--- src/rtl/dram_pkg.sv ---
// rtl/dram_pkg.sv - shared encodings and helpers for the data RAM load/store sequencer
package dram_pkg;

    localparam logic [2:0] MSK_W    = 3'b110;
    localparam logic [2:0] MSK_HS   = 3'b101;
    localparam logic [2:0] MSK_HU   = 3'b001;
    localparam logic [2:0] MSK_BS   = 3'b100;
    localparam logic [2:0] MSK_BU   = 3'b000;
    localparam logic [2:0] MSK_NONE = 3'b111;

    typedef enum logic [1:0] {
        ST_IDLE,
        ST_ISSUE,
        ST_WAIT,
        ST_DONE
    } state_t;

    // Halves are 001/101 and bytes 000/100, so only the low two code bits select the size.
    function automatic logic [3:0] be_gen(input logic [2:0] mask, input logic [1:0] a);
        logic [3:0] be;
        if (mask == MSK_W) begin
            be = 4'b1111;
        end else if (mask[1:0] == 2'b01) begin
            be = 4'b0011 << {a[1], 1'b0};
        end else begin
            be = 4'b0001 << a;
        end
        return be;
    endfunction

    function automatic logic slot_illegal(input logic rd, input logic wr,
                                          input logic [2:0] mask, input logic [1:0] a);
        logic bad_code;
        logic bad_align;
        bad_code  = mask[1] && (mask != MSK_W);
        bad_align = ((mask[1:0] == 2'b01) && a[0]) || ((mask == MSK_W) && (a != 2'b00));
        return (rd || wr) && ((rd && wr) || bad_code || bad_align);
    endfunction

endpackage

--- src/rtl/dram_load_align.sv ---
// rtl/dram_load_align.sv - selects and extends the addressed byte/half of a RAM read word
module dram_load_align
    import dram_pkg::*;
(
    input  logic [31:0] rdata,
    input  logic [1:0]  addr,
    input  logic [2:0]  mask,
    output logic [31:0] result
);

    logic [7:0]  b;
    logic [15:0] h;

    always_comb begin
        b = rdata[{addr, 3'b000} +: 8];
        h = addr[1] ? rdata[31:16] : rdata[15:0];
        if (mask == MSK_W) begin
            result = rdata;
        end else if (mask[1:0] == 2'b01) begin
            result = {{16{mask[2] & h[15]}}, h};
        end else begin
            result = {{24{mask[2] & b[7]}}, b};
        end
    end

endmodule

--- src/rtl/dram_ls_sequencer.sv ---
// rtl/dram_ls_sequencer.sv - serialises a dual-issue group's loads/stores onto one RAM port
module dram_ls_sequencer
    import dram_pkg::*;
#(
    parameter int RD_LAT = 1,
    parameter int AW     = 32
) (
    input  logic          clk,
    input  logic          rst,
    input  logic          grp_valid,
    output logic          grp_ready,
    input  logic          s0_read,
    input  logic          s0_write,
    input  logic [2:0]    s0_mask,
    input  logic [AW-1:0] s0_addr,
    input  logic [31:0]   s0_wdata,
    output logic [31:0]   s0_rdata,
    output logic          s0_err,
    input  logic          s1_read,
    input  logic          s1_write,
    input  logic [2:0]    s1_mask,
    input  logic [AW-1:0] s1_addr,
    input  logic [31:0]   s1_wdata,
    output logic [31:0]   s1_rdata,
    output logic          s1_err,
    output logic          grp_done,
    output logic          ram_en,
    output logic          ram_we,
    output logic [AW-1:0] ram_addr,
    output logic [3:0]    ram_be,
    output logic [31:0]   ram_wdata,
    input  logic [31:0]   ram_rdata
);

    state_t                state_q, state_d;
    logic                  cur_q, cur_d;
    logic [1:0]            wcnt_q, wcnt_d;
    logic [1:0]            rd_q, rd_d, wr_q, wr_d, err_q, err_d;
    logic [1:0][2:0]       mask_q, mask_d;
    logic [1:0][AW-1:0]    addr_q, addr_d;
    logic [1:0][31:0]      wdata_q, wdata_d, rdata_q, rdata_d;

    logic                  c_rd, c_wr, c_empty, c_bad, c_go;
    logic [2:0]            c_mask;
    logic [AW-1:0]         c_addr;
    logic [31:0]           c_wdata, c_repl, ld_res;

    assign c_rd    = rd_q[cur_q];
    assign c_wr    = wr_q[cur_q];
    assign c_mask  = mask_q[cur_q];
    assign c_addr  = addr_q[cur_q];
    assign c_wdata = wdata_q[cur_q];
    assign c_empty = !c_rd && !c_wr;
    assign c_bad   = slot_illegal(c_rd, c_wr, c_mask, c_addr[1:0]);
    assign c_go    = (state_q == ST_ISSUE) && !c_empty && !c_bad;

    assign c_repl = (c_mask == MSK_W)        ? c_wdata :
                    (c_mask[1:0] == 2'b01)   ? {2{c_wdata[15:0]}} :
                                               {4{c_wdata[7:0]}};

    dram_load_align u_align (
        .rdata  (ram_rdata),
        .addr   (c_addr[1:0]),
        .mask   (c_mask),
        .result (ld_res)
    );

    always_comb begin
        state_d = state_q;
        cur_d   = cur_q;
        wcnt_d  = wcnt_q;
        rd_d    = rd_q;
        wr_d    = wr_q;
        mask_d  = mask_q;
        addr_d  = addr_q;
        wdata_d = wdata_q;
        rdata_d = rdata_q;
        err_d   = err_q;
        case (state_q)
            ST_IDLE: begin
                if (grp_valid) begin
                    rd_d    = {s1_read, s0_read};
                    wr_d    = {s1_write, s0_write};
                    mask_d  = {s1_mask, s0_mask};
                    addr_d  = {s1_addr, s0_addr};
                    wdata_d = {s1_wdata, s0_wdata};
                    rdata_d = '0;
                    err_d   = '0;
                    cur_d   = 1'b0;
                    state_d = ST_ISSUE;
                end
            end
            ST_ISSUE: begin
                if (c_bad) begin
                    err_d[cur_q] = 1'b1;
                end
                if (c_go && c_rd) begin
                    wcnt_d  = 2'(RD_LAT - 1);
                    state_d = ST_WAIT;
                end else if (!cur_q) begin
                    cur_d = 1'b1;
                end else begin
                    state_d = ST_DONE;
                end
            end
            ST_WAIT: begin
                if (wcnt_q == 2'd0) begin
                    rdata_d[cur_q] = ld_res;
                    if (!cur_q) begin
                        cur_d   = 1'b1;
                        state_d = ST_ISSUE;
                    end else begin
                        state_d = ST_DONE;
                    end
                end else begin
                    wcnt_d = wcnt_q - 2'd1;
                end
            end
            default: state_d = ST_IDLE;
        endcase
    end

    always_ff @(posedge clk or posedge rst) begin
        if (rst) begin
            state_q <= ST_IDLE;
            cur_q   <= 1'b0;
            wcnt_q  <= '0;
            rd_q    <= '0;
            wr_q    <= '0;
            mask_q  <= '0;
            addr_q  <= '0;
            wdata_q <= '0;
            rdata_q <= '0;
            err_q   <= '0;
        end else begin
            state_q <= state_d;
            cur_q   <= cur_d;
            wcnt_q  <= wcnt_d;
            rd_q    <= rd_d;
            wr_q    <= wr_d;
            mask_q  <= mask_d;
            addr_q  <= addr_d;
            wdata_q <= wdata_d;
            rdata_q <= rdata_d;
            err_q   <= err_d;
        end
    end

    assign grp_ready = (state_q == ST_IDLE);
    assign grp_done  = (state_q == ST_DONE);
    assign s0_rdata  = rdata_q[0];
    assign s1_rdata  = rdata_q[1];
    assign s0_err    = err_q[0];
    assign s1_err    = err_q[1];
    assign ram_en    = c_go;
    assign ram_we    = c_go && c_wr;
    assign ram_addr  = c_go ? {c_addr[AW-1:2], 2'b00} : '0;
    assign ram_be    = c_go ? be_gen(c_mask, c_addr[1:0]) : 4'b0000;
    assign ram_wdata = c_go ? c_repl : 32'h0;

endmodule

--- config.mk ---
export PLATFORM = sky130hd
export DESIGN_NAME = dram_ls_sequencer
export DESIGN_NICKNAME = d
export VERILOG_FILES = /design/src/rtl/dram_pkg.sv /design/src/rtl/dram_load_align.sv /design/src/rtl/dram_ls_sequencer.sv
export SDC_FILE = /design/constraint.sdc
export NUM_CORES = 1
export LEC_CHECK = 0
export CAP_MARGIN = 20
export CORE_UTILIZATION = 55
export CTS_CLUSTER_DIAMETER = 30
export DETAILED_ROUTE_END_ITERATION = 8
export DONT_BUFFER_PORTS = 1
export HOLD_SLACK_MARGIN = 0.12
export PLACE_DENSITY = 0.73
export SLEW_MARGIN = 10
export SYNTH_ARGS = -nofsm -noshare
export SYNTH_HDL_FRONTEND = slang
export SYNTH_SLANG_ARGS = --single-unit
--- constraint.sdc ---
create_clock -name clk -period 5.7 [get_ports clk]
set_input_delay 0.57 -clock clk [delete_from_list [all_inputs] [get_ports clk]]
set_output_delay 0.57 -clock clk [all_outputs]
set_load 0.02 [all_outputs]
# ---- Yosys cells after proc, flatten, opt, wreduce, memory -nomap -nowiden
# Cells that the tools add are included.
# W data, S select, Z words.
dict set report totals {
  out_inout_bits 138
  reg_bits 209
  wordCells 112
  inputBits 173
}
dict set report classes {
  reduce_logical 32
  mux 44
  n_bitwise 3
  n_eq_ne 13
  shift 3
  magnitude_cmp 2
  n_addsub 1
}
# cell n
set op_table {}
lappend op_table {{$mux W32} 11}
lappend op_table {{$mux W64} 2}
lappend op_table {{$pmux W64 S2} 1}
lappend op_table {{$bwmux W64} 1}
lappend op_table {{$demux W32 S1} 1}
lappend op_table {{$shiftx A32 B6 Y8} 1}
lappend op_table {{$mux W2} 9}
lappend op_table {{$mux W16} 1}
lappend op_table {{$mux W4} 3}
lappend op_table {{$reduce_and A3 Y1} 4}
lappend op_table {{$logic_and A1 B1 Y1} 11}
lappend op_table {{$ne A2 B2 Y1 const B} 5}
lappend op_table {{$mux W1} 8}
lappend op_table {{$pmux W2 S2} 2}
lappend op_table {{$reduce_bool A2 Y1} 4}
lappend op_table {{$mux W3} 2}
lappend op_table {{$pmux W2 S3} 1}
lappend op_table {{$eq A2 B1 Y1 const B} 2}
lappend op_table {{$eq A2 B2 Y1 const B} 2}
lappend op_table {{$logic_not A1 Y1} 4}
lappend op_table {{$logic_not A2 Y1} 2}
lappend op_table {{$logic_or A1 B1 Y1} 4}
lappend op_table {{$reduce_and A4 Y1} 1}
lappend op_table {{$shl A1 B2 Y4 const A} 1}
lappend op_table {{other kinds (14)} 15}

# ---- Depth between registers and ports, before layout
dict set report logic_depth {
  word_depth 12
  mapped_depth 10
  mapped_depth_nobuf 7
}

# ---- Modules after synthesis
# From an unflattened synthesis, not the netlist that was laid out.
dict set report hier_totals {
  hier_cells 808
  hier_area_um2 10213.5
}
# module cells_each area_per_inst_um2 n_inst seq_area_each_um2
set modules_own_cells {}
lappend modules_own_cells {dram_ls_sequencer 720 9531.6 1 5230.0}
lappend modules_own_cells {dram_load_align 88 681.9 1 0.0}

# ---- Worst setup path before layout
# OpenSTA, ideal clock, no wires.
dict set report synth_path {
  kind {reg-to-output}
  start {reg cur_q}
  end {out ram_wdata[24]}
  arrival_ns 2.024
  slack_ns 3.106
  n_path_buf 4
  path_stages_with_launch 9
  required_time_ns 5.130
  path_cell_list {dfrtp_1 -> buf_6 -> buf_6 -> a211oi_1 -> a31oi_1 -> a211o_1 -> clkbuf_1 -> buf_2 -> a211oi_1}
}
dict set report synth_between {
  elab_chain_len 10
  elab_cells_between_ends 33
  classes_between {eq/ne (3); mux (13); reduce/logical (17)}
}
# item line
set synth_rtl {}
lappend synth_rtl {{start, declared} dram_ls_sequencer.sv:36} ;# logic cur_q, cur_d;
lappend synth_rtl {{start signal, assigned} dram_ls_sequencer.sv:137} ;# cur_q <= cur_d;
lappend synth_rtl {{$mux W3 (not written as such) or $mux W32 (tied branches) (2 in a row)} {dram_ls_sequencer.sv:50, dram_ls_sequencer.sv:51}}
lappend synth_rtl {{$ne A3 B3 Y1, or another cell as far along} dram_pkg.sv:35} ;# bad_code = mask[1] && (mask != MSK_W);
lappend synth_rtl {{$logic_and A1 B1 Y1 (on tied branches)} {dram_pkg.sv:35, dram_pkg.sv:36}}
lappend synth_rtl {{$logic_or A1 B1 Y1 (on tied branches)} {dram_pkg.sv:37, dram_pkg.sv:36}}
lappend synth_rtl {{$logic_or A1 B1 Y1} dram_pkg.sv:37} ;# return (rd || wr) && ((rd && wr) || bad_code || bad_align);
lappend synth_rtl {{$logic_and A1 B1 Y1} dram_pkg.sv:37}
lappend synth_rtl {{$logic_not A1 Y1} dram_ls_sequencer.sv:55} ;# assign c_go = (state_q == ST_ISSUE) && !c_empty && !c_bad;
lappend synth_rtl {{$logic_and A1 B1 Y1} dram_ls_sequencer.sv:55}
lappend synth_rtl {{$mux W32 *} dram_ls_sequencer.sv:159} ;# assign ram_wdata = c_go ? c_repl : 32'h0;
lappend synth_rtl {{end, declared} dram_ls_sequencer.sv:31} ;# output logic [31:0] ram_wdata,
# Mark *: on every way between the ends. The rest lies on a longest branch, timed or not. The select of a mux whose other input is x is not followed.

# ---- Worst setup path in the final report
dict set report layout_path {
  start {reg cur_q}
  end {out ram_wdata[15]}
}
# The elaborated chain is that of the path after synthesis.

==> results_dict.tcl <==
set metrics [dict create \
    finalWeightedCongestion 0.850 \
    achievable_clock_frequency_ghz 0.218 \
    synth_area_per_cell_um2 11.7 \
    power.density_cell_area_mw_per_mm2 737 \
    netlist_area_mm2 0.0101 \
    setup_viol_count_final 0 \
    cts-root-buf "clkbuf_16" \
    final-hold-violation-count 0 \
    clock_skew_ns 0.0138 \
    pin_count 311 \
    cts.sink_count 209 \
    hp-class "input pin to flip-flop" \
    final_area_mm2 0.0117 \
    post-route-period-util_pct 80.5 \
    async_reset_ff_share_pct 100 \
    met1_usage_pct 31.1 \
    slew_violations 0 \
    detail_route.iter0.violations 363 \
    drc_errors 0 \
    via_count 7159 \
    worst_hold_path.endpoint "wdata_q[18]" \
    ir_drop_mv 0.478 \
    wire_per_inst_um 23.9 \
    finalSetupTns_ns 0 \
    clk-insertion-delay-late_ns 0.51 \
    proportion_of_power_drawn_by_flip_flops_and_latches_pct 34.7 \
    tritoncts "yes" \
    cts-buffers-inserted 42 \
    route.detailed.vias_per_inst 6.35 \
    grt_start_max_net_pins 90 \
    timing.critical_path.arrival_ns 4.02 \
    detail_route.wirelength_um 27000 \
    worst_r2r_endpoint "s1_rdata[9]" \
    drive_above_1_share_pct 27.5 \
    final_period_minus_worst_setup_slack_ns 4.59 \
    report.power.total_mw 8.62 \
    pwr-share-comb_pct 37.3 \
    crit_path_max_fanout 71 \
    r2r_cells 6 \
    critPathKind "flip-flop to output pin" \
    yosys_warnings 0 \
    synth_cell_type_count 56 \
    timing.max_cap.violations 0 \
    number_of_i_o_port_buffers 0 \
    grt_first_pass_wirelength_um 39500 \
    synth.yosys.seq_area_share_pct 51.9 \
    hold_slack_ns 0.206 \
    total_leakage_power_nw 5.27 \
    fillerInstances 1363 \
    end_kind "output pin" \
    floorplan.die.height_um 137 \
    p_sw_share_pct 40.2 \
    clock_transition_at_the_registers_of_the_reported_paths_ns 0.05 \
    track_usage_pct 27.6 \
    p_clk_share_pct 28.0 \
    fin_nets 1041 \
    htreeDepth 2 \
    rsz0062_at_grt "no" \
    reg2reg_setup_slack_ns 2.04 \
    place.detailed.hpwl_um 18800 \
    antenna_violations_before_repair 9 \
    ys_ff_latch 209 \
    hold_path.startpoint "s0_wdata[18]" \
    worstHoldPathCells 1 \
    initial_core_util_pct 56.1 \
    floorplan.die.width_um 137 \
    crit_path_required_time_ns 5.13 \
    post_cts_buffers 0 \
    postPlaceCellArea_mm2 0.0101 \
    ant_nets 0 \
    grt-ovfl-total 0 \
    crit-reg2reg-launch "cur_q" \
    via_count_of_the_first_global_routing_pass 7155 \
    layout.core_utilization_pct 65.1 \
    max-clock-path-buffers 3 \
    worstMarginPinSlew_ns 1.03 \
    netSwitchingPower_mw 3.46 \
    global_route.usage.met3_pct 11.2 \
    syn2layout_area_growth_pct 15.9 \
    power_report.internal_total_mw 5.15 \
    synth_flop_cell "dfrtp_1" \
    die_area_mm2 0.0189 \
    core_area_mm2 0.0180 \
    postSynthCellCount 865 \
    timing.critical_path.from_type "flip-flop" \
    max-slew-margin-rel_pct 31.2 \
    global_route.usage.met2_pct 45.6 \
    most_crowded_layer_after_global_routing "met2" \
    synth-edff-count 0 \
    run_status "finished, final reports clean" \
    num_rows 49 \
    firstDrtPassIters 5 \
]
[cell type report]
class | count | area, um^2 | share of cell area, %
Sequential cell | 209 | 5230 | 44.8
Antenna cell | 4 | 10.0 | 0.0857
Clock inverter | 24 | 236 | 2.02
Tap cell | 229 | 287 | 2.45
Timing Repair Buffer | 14 | 175 | 1.50
Inverter | 12 | 48.8 | 0.418
Multi-Input combinational cell | 583 | 4500 | 38.5
Clock buffer | 53 | 1200 | 10.2
[stage by stage]
stage               std cells  setup WS, ns
finish                   1128          1.11
global placement         1042          1.51
floorplan                 866          2.42
detailed placement       1042          1.45
CTS                      1120         0.876
global route             1126         0.923
[power groups by stage]
stage	Combinational [mW]	Sequential, mW	Clock (mW)
floorplan	2.70	2.71	0
global placement	2.99	2.94	0
detailed placement	3.10	3.00	0
finish	3.22	2.99	2.41
global route	3.47	3.08	2.52
CTS	3.12	2.98	2.44
[state kept, by name, summed over array words and instances (netlist names)]
| name | flops |
|---|---|
| s1_rdata | 32 |
| cur_q | 1 |
| s0_rdata | 32 |
| addr_q | 64 |
| wdata_q | 64 |
| wcnt_q | 2 |
| state_q | 2 |
| rd_q | 2 |
| wr_q | 2 |
| mask_q | 6 |
| err_q | 2 |
[per-layer routing]
| metal | wire length [um] | vias to the layer above |
|---|---|---|
| met3 | 2940 | 84 |
| met5 | 49 | - |
| met1 | 9700 | 3543 |
| met4 | 1080 | 8 |
| li1 | - | 3133 |
| met2 | 13200 | 391 |
[layout by cell type (no fill, tap or decap), types with 4 or more instances in the layout]
| cell type | instances |
|---|---|
| and3_1 | 7 |
| nor3_1 | 5 |
| clkinv_4 | 4 |
| a2bb2oi_1 | 7 |
| nor2_1 | 70 |
| ha_1 | 6 |
| o31ai_1 | 31 |
| clkinv_2 | 8 |
| a31oi_1 | 4 |
| o22a_1 | 7 |
| mux2_2 | 144 |
| nand2_1 | 83 |
| clkbuf_1 | 4 |
| dfrtp_1 | 208 |
| mux2i_1 | 67 |
| inv_1 | 11 |
| buf_4 | 9 |
| nand3_1 | 10 |
| o22ai_1 | 7 |
| diode_2 | 4 |
| a22o_1 | 19 |
| a211oi_1 | 28 |
| clkinvlp_4 | 7 |
| clkbuf_8 | 4 |
| nor2b_1 | 9 |
| o21ai_0 | 14 |
| a21oi_1 | 17 |
| clkbuf_16 | 45 |
[how the worst max path moves through the flow]
stage / depth (start not counted) / slack, ns / to / start
detailed placement: 5 / 1.45 / ram_wdata[13] / cur_q
global placement: 5 / 1.51 / ram_wdata[10] / cur_q
CTS: 5 / 0.88 / ram_wdata[13] / cur_q
global route: 5 / 0.92 / ram_wdata[15] / cur_q
floorplan: 1 / 2.42 / addr_q[0] / rst
finish: 5 / 1.11 / ram_wdata[15] / cur_q
[what timing repair did]
item	in CTS	in global routing
hold endpoints to repair	25	0
resized for setup	0	0
hold buffers	1	0
[critical path, stage by stage, from the launching register on]
cell and delay (ns):
dfrtp_4 1.11, buf_4 0.57, nor3b_4 0.13, nor2_1 0.63
nand2_1 0.38, a211oi_1 0.67
[Yosys cell counts (all sizes together), types with 2 or more instances]
library cell	number	area share, %
or2	2	0.12
or3	2	0.12
a211o	2	0.17
nand3	10	0.50
clkbuf	33	1.2
o21a	2	0.24
a21oi	17	0.84
o31ai	34	2.7
a21o	2	0.15
nand3b	2	0.15
nor3	6	0.35
a32oi	2	0.17
nand2b	3	0.19
nor2	71	2.7
and3	7	0.43
mux2i	68	6.9
ha	6	0.74
o211ai	2	0.15
mux2	144	16
dfrtp	209	52
inv	12	0.45
o22a	7	0.61
nand2	84	3.1
o22ai	7	0.43
nor2b	9	0.56
a22oi	3	0.27
a211oi	28	2.1
and3b	2	0.17
a2bb2oi	7	0.61
nor3b	3	0.38
o21ai	17	0.84
buf	29	1.9
a32o	2	0.20
a22o	19	1.7
a31oi	4	0.25
[cell families after synthesis]
family	synth area share (%)
AND/OR/NAND/NOR	9.05
other	0.0372
adder cells (fa/ha/maj)	0.745
flip-flops	51.9
AO/OA/AOI/OAI	11.7
multiplexers	23.0
buffers and inverters	3.61
Note: power is estimated with default switching activity, not from simulation.
